File: config.mk
export PLATFORM = sky130hd
export DESIGN_NAME = fetch_unit
export DESIGN_NICKNAME = d
export VERILOG_FILES = /design/src/rtl/fetch_unit_pkg.sv /design/src/rtl/fetch_unit_pc_counter.sv /design/src/rtl/fetch_unit.sv
export SDC_FILE = /design/constraint.sdc
export NUM_CORES = 1
export LEC_CHECK = 0
export CORE_MARGIN = 2
export CORE_UTILIZATION = 39
export DETAILED_ROUTE_END_ITERATION = 10
export PLACE_DENSITY = 0.75
export SLEW_MARGIN = 20
export SYNTH_ARGS = -nofsm -noshare
export SYNTH_HDL_FRONTEND = slang
export SYNTH_SLANG_ARGS = --single-unit
File: constraint.sdc
create_clock -name clk -period 3.1 [get_ports clk]
set_clock_uncertainty 0.05 [all_clocks]
set_input_delay 0.62 -clock clk [delete_from_list [all_inputs] [get_ports clk]]
set_output_delay 0.62 -clock clk [all_outputs]
set_load 0.005 [all_outputs]
File: src/rtl/fetch_unit_pkg.sv
// rtl/fetch_unit_pkg.sv - shared types and constants for the fetch/decode sequencer
//
// Purpose: basic-computer timing states, the register-I/O opcode, and default
// address/data widths shared by fetch_unit and fetch_unit_pc_counter.
// Ports: none (package).
package fetch_unit_pkg;

    localparam int ADDR_W_DEF = 12;
    localparam int DATA_W_DEF = 16;

    // Opcode 7 is register/IO reference: IR[15] is not an indirect bit there.
    localparam logic [2:0] OPC_REGIO = 3'b111;

    typedef enum logic [2:0] {
        IDLE     = 3'd0,
        T0       = 3'd1,
        T1       = 3'd2,
        T2       = 3'd3,
        T3       = 3'd4,
        DISPATCH = 3'd5
    } state_t;

endpackage

File: src/rtl/fetch_unit_pc_counter.sv
// rtl/fetch_unit_pc_counter.sv - program counter register with increment and load
//
// Purpose: ADDR_W-bit program counter, synchronous active-high reset to RESET_PC.
//   Load has priority over increment; increment wraps at 2**ADDR_W.
// Ports:
//   clk      in   clock
//   rst      in   synchronous active-high reset
//   inc      in   increment by one this cycle
//   load     in   load load_val this cycle (wins over inc)
//   load_val in   ADDR_W value to load
//   pc       out  ADDR_W current count
module fetch_unit_pc_counter
    import fetch_unit_pkg::*;
#(
    parameter int                ADDR_W   = ADDR_W_DEF,
    parameter logic [ADDR_W-1:0] RESET_PC = '0
) (
    input  logic              clk,
    input  logic              rst,
    input  logic              inc,
    input  logic              load,
    input  logic [ADDR_W-1:0] load_val,
    output logic [ADDR_W-1:0] pc
);

    always_ff @(posedge clk) begin
        if (rst) begin
            pc <= RESET_PC;
        end else if (load) begin
            pc <= load_val;
        end else if (inc) begin
            pc <= pc + ADDR_W'(1);
        end
    end

endmodule

File: src/rtl/fetch_unit.sv
// rtl/fetch_unit.sv - instruction fetch/decode sequencer for the basic computer
//
// Purpose: walks T0..T3 against a combinational-read main memory, holds PC/AR/IR,
//   and offers the decoded instruction to execute through instr_valid/instr_ack.
//   Build option FETCH_INDIRECT_EN: when defined, memory-reference indirect
//   instructions take an extra T3 cycle (AR<-M[AR]); when undefined, T2 always
//   dispatches and execute resolves indirection from ind.
// Ports:
//   clk, rst      clock, synchronous active-high reset
//   run           in   keep fetching while high; low parks in IDLE after dispatch
//   mem_adress    out  memory address (always AR)
//   mem_read      out  memory read strobe (T1, T3)
//   mem_write     out  memory write strobe (always 0)
//   mem_outdata   in   combinational memory read data
//   instr_valid   out  decoded instruction presented (DISPATCH)
//   instr_ack     in   execute accepts the instruction
//   ir, opcode, ind, ar, pc   out  decoded instruction state
//   pc_load, pc_in            in   branch target loaded on accepted dispatch
module fetch_unit
    import fetch_unit_pkg::*;
#(
    parameter int                ADDR_W   = ADDR_W_DEF,
    parameter int                DATA_W   = DATA_W_DEF,
    parameter logic [ADDR_W-1:0] RESET_PC = '0
) (
    input  logic              clk,
    input  logic              rst,
    input  logic              run,
    output logic [ADDR_W-1:0] mem_adress,
    output logic              mem_read,
    output logic              mem_write,
    input  logic [DATA_W-1:0] mem_outdata,
    output logic              instr_valid,
    input  logic              instr_ack,
    output logic [DATA_W-1:0] ir,
    output logic [2:0]        opcode,
    output logic              ind,
    output logic [ADDR_W-1:0] ar,
    output logic [ADDR_W-1:0] pc,
    input  logic              pc_load,
    input  logic [ADDR_W-1:0] pc_in
);

    state_t state_q, state_d;
    logic   pc_inc;
    logic   pc_ld;

    fetch_unit_pc_counter #(
        .ADDR_W   (ADDR_W),
        .RESET_PC (RESET_PC)
    ) u_pc (
        .clk      (clk),
        .rst      (rst),
        .inc      (pc_inc),
        .load     (pc_ld),
        .load_val (pc_in),
        .pc       (pc)
    );

    assign opcode     = ir[14:12];
    assign ind        = ir[15];
    assign mem_adress = ar;
    assign mem_write  = 1'b0;

`ifdef FETCH_INDIRECT_EN
    // Register-I/O instructions reuse bit 15 for other purposes, so only
    // memory-reference opcodes take the indirect cycle.
    logic ind_mem_ref;
    assign ind_mem_ref = ir[15] && (ir[14:12] != OPC_REGIO);
`endif

    always_ff @(posedge clk) begin
        if (rst) begin
            state_q <= IDLE;
        end else begin
            state_q <= state_d;
        end
    end

    always_ff @(posedge clk) begin
        if (rst) begin
            ar <= '0;
            ir <= '0;
        end else begin
            case (state_q)
                T0: ar <= pc;
                T1: ir <= mem_outdata;
                T2: ar <= ir[ADDR_W-1:0];
`ifdef FETCH_INDIRECT_EN
                T3: ar <= mem_outdata[ADDR_W-1:0];
`endif
                default: ;
            endcase
        end
    end

    always_comb begin
        state_d     = state_q;
        mem_read    = 1'b0;
        instr_valid = 1'b0;
        pc_inc      = 1'b0;
        pc_ld       = 1'b0;
        case (state_q)
            IDLE: begin
                if (run) state_d = T0;
            end
            T0: begin
                state_d = T1;
            end
            T1: begin
                mem_read = 1'b1;
                pc_inc   = 1'b1;
                state_d  = T2;
            end
            T2: begin
`ifdef FETCH_INDIRECT_EN
                state_d = ind_mem_ref ? T3 : DISPATCH;
`else
                state_d = DISPATCH;
`endif
            end
            T3: begin
`ifdef FETCH_INDIRECT_EN
                mem_read = 1'b1;
                state_d  = DISPATCH;
`else
                state_d  = IDLE;
`endif
            end
            DISPATCH: begin
                instr_valid = 1'b1;
                if (instr_ack) begin
                    pc_ld   = pc_load;
                    state_d = run ? T0 : IDLE;
                end
            end
            default: begin
                state_d = IDLE;
            end
        endcase
    end

endmodule
==> results.json, run 1 <==
{
  "reg2reg_setup_slack_ps": 1150,
  "dpl_cell_area_sq_um": 2855,
  "top_usage_layer": "met2",
  "critPathCaptureType": "output port",
  "synth_top_cell_by_area": "dfxtp_1",
  "post_cts_buffers": 0,
  "grt_pass1_wl_mm": 8.487,
  "start_util_pct": 40.62,
  "drive_gt1_share_pct": 7.921,
  "pwr-share-comb_pct": 25.1,
  "cp_max_fo": 22,
  "relSlewSlack_pct": 39.77,
  "slew_violations": 0,
  "min_period_ps": 2827,
  "p_switching_mw": 0.3512,
  "finalSetupTns_ps": 0,
  "avgSynthCellArea_sq_um": 8.716,
  "ant_nets": 0,
  "worst_slack_ps": 273.0,
  "firstDrtPassIters": 4,
  "finalNonFillerCells": 373,
  "cts-htree-levels": 2,
  "pre_cts_slack_ps": 580.3,
  "grt_max_degree": 43,
  "synth_area_leaders": "dfxtp_1, buf_4, nand2_1",
  "hold_viol_final": 0,
  "finalSetupViolations": 0,
  "numCtsBuffers": 5,
  "path_clk_slew_ps": 80,
  "final_area_sq_um": 2943,
  "outcome": "completed",
  "holdWs_ps": 426.0,
  "final_cell_mix": "clkdlybuf4s50_1, dfxtp_1, nand2_1",
  "use_met1_pct": 22.03,
  "placed_cells": 366,
  "synth_top_area_share_pct": 41.50,
  "met3_usage_pct": 4.941,
  "overflow": 0,
  "multi_input_area_sq_um": 977.2,
  "dieWidth_microns": 76.93,
  "post-route-util_pct": 57.62,
  "grt_pass1_vias": 1738,
  "max_freq_mhz": 353.7,
  "gp_congestion": 0.7909,
  "p_seq_share_pct": 47.9,
  "numPortBuffers": 90,
  "core_sq_um": 5107,
  "min_period_over_period_pct": 91.19,
  "vias_per_cell": 4.952,
  "cts_tree": "built",
  "drtIter0Drc": 90,
  "ys_ff_latch": 43,
  "arrival_ps": 2160,
  "leakage_nw": 0.9716,
  "tightest_slew_ps": 899.3,
  "antenna_found_initial": 0,
  "cts_root_buffer": "clkbuf_8",
  "wire_per_inst_microns": 14.05,
  "critPathRequiredTime_ps": 2430,
  "io_pins": 92,
  "insertion_delay_ps": 290,
  "final_common_cell": "clkdlybuf4s50_1",
  "grt_usage_pct": 17.66,
  "swShare_pct": 26.64,
  "ir_drop_mv": 0.1825,
  "clockBufferDepth": 2,
  "drv_cap": 0,
  "use_met2_pct": 29.74,
  "yosysUniqueCellTypes": 35,
  "cts_sinks": 43,
  "ys_warn_count": 0,
  "drt-total-wl_mm": 5.239,
  "vias": 1847,
  "critical_path_class": "flop to output port",
  "pwr-share-clk_pct": 27.0,
  "crit_path_start_kind": "flop",
  "rows": 26,
  "cts_resized": 0,
  "p_int_mw": 0.9671,
  "drc": 0,
  "n_fill_cell": 482,
  "flow.area_growth_from_synthesis_pct": 41.86,
  "grt_setup_unrepaired": "no",
  "hold_path_class": "flop to flop",
  "finalPower_mw": 1.318,
  "dieHeight_microns": 76.93,
  "register_area_sq_um": 860.8,
  "power.density_nw_per_um2": 448.0,
  "netlist_area_sq_um": 2074,
  "dieArea_sq_um": 5918,
  "num_antenna_cells": 0,
  "synthesis.nets": 272,
  "syn-instance-count": 238,
  "cts_hold_buf": 0,
  "dp_hpwl_mm": 3.796,
  "seq_area_frac_synth_pct": 41.50,
  "nets": 337
}
==> cell families (layout without fill, tap and decap cells) <==
| logic type | after synthesis | count (layout) | synth area share, % |
|---|---|---|---|
| adder cells (fa/ha/maj) | 1 | 1 | 0.6030 |
| flip-flops | 43 | 43 | 41.50 |
| XOR/XNOR | 9 | 9 | 3.800 |
| other | 1 | 1 | 0.1808 |
| multiplexers | 14 | 14 | 6.876 |
| AO/OA/AOI/OAI | 45 | 45 | 15.08 |
| buffers and inverters | 39 | 104 | 11.52 |
| AND/OR/NAND/NOR | 86 | 86 | 20.45 |
==> synthesized netlist by cell type, drive strengths merged <==
master / count
o21ai: 1
nor3: 4
and3b: 1
a211oi: 21
or3b: 1
nand2: 36
ha: 1
nor2b: 1
conb: 1
a31oi: 1
nor2: 25
dfxtp: 43
inv: 5
a311oi: 1
nand4bb: 1
mux2: 2
mux2i: 12
and2b: 1
o221a: 1
o221ai: 1
xnor2: 9
buf: 26
clkbuf: 8
nor4: 4
nand2b: 3
nand4: 3
a21oi: 19
nand3: 4
and3: 1
nand3b: 1
==> final cells by class <==
type                            count  area share [%]
Multi-Input combinational cell    156           33.21
Tap cell                           70           2.976
Inverter                            5          0.6378
Timing Repair Buffer               92           30.95
Clock buffer                        6           2.806
Clock inverter                      1          0.1701
Sequential cell                    43           29.25
==> worst paths after layout <==
path / from / endpoint / cells past startpoint
hold reg to reg: ir[14]$_SDFFE_PP0P_ / ir[14]$_SDFFE_PP0P_ / 2
hold / removal: ir[14]$_SDFFE_PP0P_ / ir[14]$_SDFFE_PP0P_ / 2
setup / recovery: state_q[2]$_SDFFE_PP0P_ / mem_read / 3
setup reg to reg: state_q[1]$_SDFFE_PP0P_ / u_pc.pc[8]$_SDFFE_PP0P_ / 5
==> state kept, by name (all words and copies together) (netlist names) <==
name     flops
u_pc.pc     12
ir          16
state_q      3
ar          12
==> routing by layer <==
metal / vias to the layer above / share of wire (%)
met2: 58 / 46
met1: 854 / 47
li1: 928 / -
met3: 7 / 6.0
met4: 0 / 1.4
met5: - / 0
==> power by group through the flow <==
stage               Combinational [mW]  Clock [mW]  Sequential [mW]
floorplan                        0.180           0            0.644
global placement                 0.329           0            0.644
detailed placement               0.334           0            0.646
CTS                              0.335       0.364            0.633
global route                     0.359       0.381            0.641
finish                           0.331       0.356            0.632
==> critical path, stage by stage (launching register included) <==
cell             delay [ps]
dfxtp_1                 380
or3b_4                  550
inv_2                   350
clkdlybuf4s50_1         580
(Power assumes the default switching activity.)
==> inputs of run 2 (changes only) <==
--- a/config.mk
+++ b/config.mk
@@ -5,6 +5,7 @@
 export SDC_FILE = /design/constraint.sdc
 export NUM_CORES = 1
 export LEC_CHECK = 0
+export CORE_ASPECT_RATIO = 2
 export CORE_MARGIN = 2
 export CORE_UTILIZATION = 39
 export DETAILED_ROUTE_END_ITERATION = 10
==> run 2 against run 1 <==
Net effect: flip-flop and latch count did not move; setup slack improved by 350 ps; combinational power rose by 1%; sequential share of layout area fell by 0.074 points; utilization fell by 0.20 points; total power fell by 0.48%; register-to-register slack got worse by 40 ps; final area rose by 0.26%; count of clock-buffer cells in the layout did not move.
==> results.json, run 2 (synthesis gave the netlist of run 1 again) <==
{
  "ir_drop_mv": 0.3203,
  "min-delay-start": "ir[9]$_SDFFE_PP0P_",
  "core_sq_um": 5139,
  "cts_root_buffer": "clkbuf_8",
  "drc": 0,
  "cts_hold_buf": 0,
  "numPortBuffers": 90,
  "grt_usage_pct": 17.58,
  "firstDrtPassIters": 4,
  "num_antenna_cells": 0,
  "flow.area_growth_from_synthesis_pct": 42.22,
  "cp_max_fo": 22,
  "antenna_found_initial": 0,
  "cts_tree": "built",
  "drive_gt1_share_pct": 8.143,
  "final_common_cell": "clkdlybuf4s50_1",
  "power.density_nw_per_um2": 444.7,
  "grt_pass1_vias": 1663,
  "largest_reg_flops": 16,
  "hold_end": "ir[9]$_SDFFE_PP0P_",
  "top_register": "ir",
  "numCtsBuffers": 5,
  "hold_viol_final": 0,
  "holdWs_ps": 424.7,
  "finalSetupTns_ps": 0,
  "drt-total-wl_mm": 5.236,
  "crit_start": "state_q[2]$_SDFFE_PP0P_",
  "critPathRequiredTime_ps": 2430,
  "overflow": 0,
  "outcome": "completed",
  "drv_cap": 0,
  "finalSetupViolations": 0,
  "finalPower_mw": 1.312,
  "n_fill_cell": 479,
  "largestRegisters": "ir: 16 flops, ar: 12 flops, u_pc.pc: 12 flops",
  "clockBufferDepth": 2,
  "rr_worst_depth": 5,
  "slew_violations": 0,
  "insertion_delay_ps": 290,
  "post-route-util_pct": 57.41,
  "dp_hpwl_mm": 3.915,
  "path_clk_slew_ps": 80,
  "drtIter0Drc": 36,
  "rr_endpoint": "u_pc.pc[10]$_SDFFE_PP0P_",
  "cts-htree-levels": 2,
  "rows": 37,
  "cts_resized": 0,
  "grt_pass1_wl_mm": 8.252,
  "vias_per_cell": 5.104,
  "critical_path_class": "flop to output port",
  "final_cell_mix": "clkdlybuf4s50_1, dfxtp_1, nand2_1",
  "hold_depth": 2,
  "nets": 340,
  "gp_congestion": 0.7975,
  "grt_max_degree": 43,
  "arrival_ps": 1810,
  "wire_per_inst_microns": 14.35,
  "min_period_ps": 2481,
  "ant_nets": 0,
  "hold_path_class": "flop to flop",
  "start_util_pct": 40.37,
  "post_cts_buffers": 0,
  "vias": 1863,
  "min_period_over_period_pct": 80.04,
  "crit_path_start_kind": "flop",
  "cts_sinks": 43,
  "reg2reg_setup_slack_ps": 1110,
  "dieWidth_microns": 55.57,
  "io_pins": 92,
  "dieHeight_microns": 107.1,
  "dpl_cell_area_sq_um": 2865,
  "critPathCaptureType": "output port",
  "dieArea_sq_um": 5954,
  "leakage_nw": 0.9805,
  "grt_setup_unrepaired": "no",
  "max_freq_mhz": 403.0,
  "regToRegStartpoint": "state_q[1]$_SDFFE_PP0P_",
  "final_area_sq_um": 2950
}
[run 2: cell count changes in the layout (fill, tap and decap cells not counted)]
cell,change
buf_2,-1
buf_4,+3
clkbuf_1,+1
clkbuf_8,-1
clkdlybuf4s50_1,+1
clkinvlp_4,+1
nor2b_1,+1
nor2b_2,-1
[run 2: where the power goes]
part	total (mW)	internal, mW	switching, mW	leakage (nW)
clock network	0.343	0.157	0.186	0.0412
logic	0.335	0.201	0.134	0.589
registers	0.633	0.596	0.0369	0.350
total	1.31	0.955	0.357	0.981
[run 2: stage by stage]
| stage | worst slack, ps | instances |
|---|---|---|
| 2_1_floorplan | 1235 | 238 |
| 3_3_place_gp | 953.5 | 357 |
| 3_5_place_dp | 933.3 | 357 |
| 4_1_cts | 605.9 | 365 |
| 5_1_grt | 553.4 | 365 |
| 6_report | 618.7 | 365 |
[run 2: worst max-delay path by stage]
| stage | to | slack (ps) | cells after the start |
|---|---|---|---|
| 2_1_floorplan | mem_read | 1240 | 5 |
| 3_3_place_gp | mem_read | 950 | 3 |
| 3_5_place_dp | mem_read | 930 | 3 |
| 4_1_cts | mem_read | 610 | 3 |
| 5_1_grt | mem_read | 550 | 3 |
| 6_report | mem_read | 620 | 3 |
[run 2: area by class of cell]
class,instances,area [sq um],area share [%]
Sequential cell,43,860.8,29.18
Multi-Input combinational cell,156,974.7,33.04
Tap cell,58,72.57,2.460
Timing Repair Buffer,95,938.4,31.81
Clock buffer,6,72.57,2.460
Clock inverter,2,12.51,0.4241
Inverter,5,18.77,0.6361
[run 2: layer usage]
metal | vias up | routed length (microns) | track usage (%)
met5 | - | 0 | 0
met4 | 0 | 97 | 8.014
met3 | 6 | 173 | 2.413
met2 | 46 | 2943 | 32.40
met1 | 880 | 2021 | 19.44
li1 | 931 | - | -
[run 2: critical path, stage by stage, from the launching register on]
cell and delay (ps):
dfxtp_1 380, or3b_4 550, inv_2 90, clkdlybuf4s50_1 500
